$ cat src/rtl/mmu_loader.sv
// mmu_loader: host-facing operand loader and pass sequencer for the MMU feeder.
// Collects four weight and four input bytes from the host, runs one compute
// pass by stepping the feeder's mmu_cycle, then walks output_sel across the
// four results under an output handshake. Weights can be reused so a new
// input tile needs only four bytes.
//
// Handshakes: a host byte is taken on a clk edge where host_valid && host_ready;
// a result is consumed on a clk edge where out_valid && out_ready. Neither
// valid depends combinationally on the matching ready.
module mmu_loader #(
  parameter int COMPUTE_CYCLES = 6,
  parameter int READ_CYCLE     = 7
) (
  input  logic       clk,
  input  logic       rst,
  input  logic       host_valid,
  input  logic [7:0] host_data,
  input  logic       keep_weights,
  output logic       host_ready,
  input  logic       out_ready,
  output logic       out_valid,
  output logic [7:0] weight0,
  output logic [7:0] weight1,
  output logic [7:0] weight2,
  output logic [7:0] weight3,
  output logic [7:0] input0,
  output logic [7:0] input1,
  output logic [7:0] input2,
  output logic [7:0] input3,
  output logic       en,
  output logic [2:0] mmu_cycle,
  output logic [1:0] output_sel,
  output logic       busy
);

  typedef enum logic [1:0] {
    S_LOAD    = 2'd0,
    S_COMPUTE = 2'd1,
    S_READOUT = 2'd2
  } state_t;

  localparam logic [2:0] LAST_CYC = 3'(COMPUTE_CYCLES - 1);
  localparam logic [2:0] RD_CYC   = 3'(READ_CYCLE);

  state_t     state, state_nx;
  logic [3:0] idx, idx_nx;
  logic       weights_ok, weights_ok_nx;
  logic [7:0] w_q [4];
  logic [7:0] w_nx [4];
  logic [7:0] x_q [4];
  logic [7:0] x_nx [4];
  logic       en_nx;
  logic [2:0] cyc_nx;
  logic [1:0] sel_nx;
  logic       out_valid_nx;
  logic       busy_nx;
  logic       accept;

  assign host_ready = (state == S_LOAD);
  assign accept     = host_valid && host_ready;

  assign weight0 = w_q[0];
  assign weight1 = w_q[1];
  assign weight2 = w_q[2];
  assign weight3 = w_q[3];
  assign input0  = x_q[0];
  assign input1  = x_q[1];
  assign input2  = x_q[2];
  assign input3  = x_q[3];

  // Next-state and next-output logic for the load / compute / readout sequence.
  always_comb begin
    state_nx      = state;
    idx_nx        = idx;
    weights_ok_nx = weights_ok;
    w_nx          = w_q;
    x_nx          = x_q;
    en_nx         = en;
    cyc_nx        = mmu_cycle;
    sel_nx        = output_sel;
    out_valid_nx  = out_valid;
    busy_nx       = busy;
    case (state)
      S_LOAD: begin
        if (accept) begin
          if (idx == 4'd0 && keep_weights && weights_ok) begin
            // Weight reuse: first byte of the load is already input0.
            x_nx[0] = host_data;
            idx_nx  = 4'd5;
          end else if (idx < 4'd4) begin
            w_nx[idx[1:0]] = host_data;
            if (idx == 4'd3) weights_ok_nx = 1'b1;
            idx_nx = idx + 4'd1;
          end else begin
            x_nx[idx[1:0]] = host_data;
            if (idx == 4'd7) begin
              state_nx = S_COMPUTE;
              en_nx    = 1'b1;
              cyc_nx   = 3'd0;
              idx_nx   = 4'd0;
              busy_nx  = 1'b1;
            end else begin
              idx_nx = idx + 4'd1;
            end
          end
        end
      end
      S_COMPUTE: begin
        if (mmu_cycle == LAST_CYC) begin
          state_nx     = S_READOUT;
          cyc_nx       = RD_CYC;
          sel_nx       = 2'd0;
          out_valid_nx = 1'b1;
        end else begin
          cyc_nx = mmu_cycle + 3'd1;
        end
      end
      S_READOUT: begin
        if (out_valid && out_ready) begin
          if (output_sel == 2'd3) begin
            // Dropping en makes the feeder clear its array for the next pass.
            state_nx     = S_LOAD;
            out_valid_nx = 1'b0;
            en_nx        = 1'b0;
            cyc_nx       = 3'd0;
            sel_nx       = 2'd0;
            busy_nx      = 1'b0;
          end else begin
            sel_nx = output_sel + 2'd1;
          end
        end
      end
      default: begin
        state_nx = S_LOAD;
      end
    endcase
  end

  // State and output registers; reset aborts any pass in progress.
  always_ff @(posedge clk or posedge rst) begin
    if (rst) begin
      state      <= S_LOAD;
      idx        <= 4'd0;
      weights_ok <= 1'b0;
      for (int i = 0; i < 4; i++) begin
        w_q[i] <= 8'd0;
        x_q[i] <= 8'd0;
      end
      en         <= 1'b0;
      mmu_cycle  <= 3'd0;
      output_sel <= 2'd0;
      out_valid  <= 1'b0;
      busy       <= 1'b0;
    end else begin
      state      <= state_nx;
      idx        <= idx_nx;
      weights_ok <= weights_ok_nx;
      for (int i = 0; i < 4; i++) begin
        w_q[i] <= w_nx[i];
        x_q[i] <= x_nx[i];
      end
      en         <= en_nx;
      mmu_cycle  <= cyc_nx;
      output_sel <= sel_nx;
      out_valid  <= out_valid_nx;
      busy       <= busy_nx;
    end
  end

endmodule

$ cat config.mk
export PLATFORM = sky130hd
export DESIGN_NAME = mmu_loader
export DESIGN_NICKNAME = d
export VERILOG_FILES = /design/src/rtl/mmu_loader.sv
export SDC_FILE = /design/constraint.sdc
export NUM_CORES = 1
export LEC_CHECK = 0
export CAP_MARGIN = 20
export CORE_UTILIZATION = 52
export DETAILED_ROUTE_END_ITERATION = 8
export PLACE_DENSITY_LB_ADDON = 0.25
export RECOVER_POWER = 50
export SKIP_CTS_REPAIR_TIMING = 1
export SYNTH_ARGS = -nofsm -noshare
export SYNTH_HDL_FRONTEND = slang
export SYNTH_SLANG_ARGS = --single-unit
$ cat constraint.sdc
create_clock -name clk -period 7 [get_ports clk]
set_input_delay 1.4 -clock clk [delete_from_list [all_inputs] [get_ports clk]]
set_output_delay 1.4 -clock clk [all_outputs]
set_load 0.01 [all_outputs]
==> impl_metrics.ini <==
[setup_path]
end_kind = register
cp_num_buf_inv = 2
arrival_ns = 3.80
required_ns = 7.23
critical_path.max_stage_delay_ns = 0.61
crit_fanout = 16
crit_path_start_kind = input port
critPathLaunch = host_valid
criticalPathCategory = input port to register
critPathTopFamily = buffers and inverters
cp_slowest_cell = clkbuf_1
crit_chain = dlygate4sd3_1, nor3b_1, clkbuf_1, nand3_1, mux2_1
r2r-start = state[1]

[detailed_routing]
drtAntennaViolNets = 0
drt_iter0_drc = 79
wire_per_inst_um = 18.23
drc = 0
wl_mm = 7.292
avgViaCountPerCell = 5.475
drtPass1Iterations = 4
vias = 2190

[logic_synthesis]
synth_area_sq_mm = 0.003312
yosys_warnings = 0
synth_edf_count = 0
ys_seq_area_share_pct = 58.93
synth_fp_nets = 250
yosysTopAreaCell = dfrtp_1
syn_inst = 230
yosys-top-cells-area = dfrtp_1 59%, mux2_2 21%, ha_1 2.6%
ys_top_cells_by_count = 78 x dfrtp_1, 63 x mux2_2, 11 x inv_1, 7 x ha_1, 6 x nand2_1
async_flop_share_pct = 100.0
syn_area_per_cell_sq_um = 14.40
yosysUniqueCellTypes = 41
synth-seq-cells = 78
ys.flop_type = dfrtp_1
synth_top_area_share_pct = 58.93
synth.most_common_cell = dfrtp_1

[job]
drv_cap = 0

[timing]
setup_viol = 0
fin_setup_tns_ns = 0
tightest_slew_ns = 0.9627
relSlewSlack_pct = 35.82
rsz0062_at_grt = no
hold_violations = 0
max_freq_ghz = 0.2803
finalCritPeriodShare_pct = 50.97
finalClockSkew_ns = 0.007565
finalMaxSlewViolations = 0
period_minus_slack_ns = 3.568

[floorplan]
row_count = 28
die_area_sq_mm = 0.006692
die_x_um = 81.81
io_pins = 86
die_h_um = 81.81
initial_core_util_pct = 54.96
design.core.area_sq_mm = 0.006026

[cts]
cts_tree = built
clock_latency_ns = 0.34
cts_root_buf = clkbuf_8
cts_buffers = 9
htree_levels = 3
clock-sinks = 78
clk_pin_slew_ns = 0.08
clockBufferDepth = 2

[power_and_ir_drop]
ir_drop_uv = 186.2
seq_power_share_pct = 53.3
power.internal_uw = 670.3
clkPwrFrac_pct = 43.7
netSwitchingFraction_pct = 20.87
power_uw = 847.1
p_sw_uw = 176.8
p_per_area_mw_per_mm2 = 192.9
p_comb_share_pct = 3.0
leakagePower_nw = 2.113

[global_routing]
antenna_found_initial = 0
grt_pass1_vias = 2111
grt_overflow = 0
grt_usage_pct = 24.02
grt_max_degree = 79
grt_pass1_wl_mm = 11.30

[layout]
final_nets = 340
n_antenna_cell = 0
n_fill_cell = 398
drive_above_1_share_pct = 26.46
area_growth_pct = 32.60

[worst_hold_path]
hold_class = register to register
hp-start = input2[0]

[outcome]
status = complete, no violations

[placement]
gp_congestion = 0.7931
port_buffers = 85
dp_hpwl_mm = 4.860
==> power by group through the flow <==
stage	Clock, mW	Combinational [mW]	Sequential, mW
2_1_floorplan	0	0.0114	0.460
3_3_place_gp	0	0.0265	0.460
3_5_place_dp	0	0.0269	0.460
4_1_cts	0.380	0.0269	0.451
5_1_grt	0.397	0.0289	0.452
6_report	0.371	0.0251	0.451
==> stage by stage <==
stage | hold slack, ns | utilization, % | cells | worst slack, ns | cell area (sq um)
floorplan | 0.4875 | - | 230 | 3.605 | 3312
global placement | 0.4746 | 69.93 | 384 | 3.785 | 4214
detailed placement | 0.4907 | 69.93 | 384 | 3.739 | 4214
CTS | 0.5097 | 73.65 | 400 | 3.835 | 4438
global route | 0.5096 | 72.88 | 400 | 3.282 | 4392
finish | 0.5013 | 72.88 | 400 | 3.432 | 4392
==> layer usage <==
layer / vias to the layer above / part of all wire (%) / wire length (um) / track usage [%]
li1: 1017 / - / - / -
met1: 1100 / 44 / 3224 / 31.77
met2: 64 / 47 / 3460 / 35.29
met3: 9 / 6.5 / 471 / 8.444
met4: 0 / 1.9 / 136 / 11.40
met5: - / 0 / 0 / 0
==> path summary, 6_finish.rpt <==
check / cells past startpoint / to / slack [ns]
worst max-delay path: 5 / input3[7] / 3.43
worst min-delay path: 1 / input2[0] / 0.50
worst max register to register: 4 / input3[7] / 4.45
worst min register to register: 1 / input2[0] / 0.50
max in group asynchronous: 3 / input3[4] / 4.59
min in group asynchronous: 3 / input0[0] / 1.80
==> registers in the layout, summed over array words and instances (netlist names) <==
register and flops:
mmu_cycle 3, weight1 8, busy 1, input0 8, input1 8, weights_ok 1
idx 4, input3 8, output_sel 2, weight3 8, out_valid 1, input2 8
state 2, weight0 8, weight2 8
==> layout make-up <==
class / count / area, sq um / share of cell area (%)
timing repair buffer: 87 / 862.1 / 19.63
sequential: 78 / 1952 / 44.44
inverter: 11 / 41.29 / 0.9402
clock buffer: 11 / 141.4 / 3.219
clock inverter: 5 / 82.58 / 1.880
tap: 75 / 93.84 / 2.137
multi-input combinational: 133 / 1219 / 27.75
==> cell usage in the layout (no fill, tap or decap), types with 5 or more instances in the layout <==
cell type        instances
nand3_1                  8
nand2_1                  6
mux2_2                  63
ha_1                     7
nor2_1                   5
clkbuf_8                10
inv_1                   10
dlygate4sd3_1           13
dfrtp_1                 78
clkdlybuf4s50_1         72
==> logic make-up (layout without fill, tap and decap cells) <==
| logic type | count (synthesis) | count (layout) | share of synthesized area (%) |
|---|---|---|---|
| adder cells (fa/ha/maj) | 7 | 7 | 2.644 |
| multiplexers | 65 | 65 | 22.06 |
| buffers and inverters | 19 | 114 | 2.984 |
| AO/OA/AOI/OAI | 23 | 23 | 4.836 |
| AND/OR/NAND/NOR | 38 | 38 | 8.539 |
| flip-flops | 78 | 78 | 58.93 |
No activity file was read; power rests on OpenSTA's default activity.
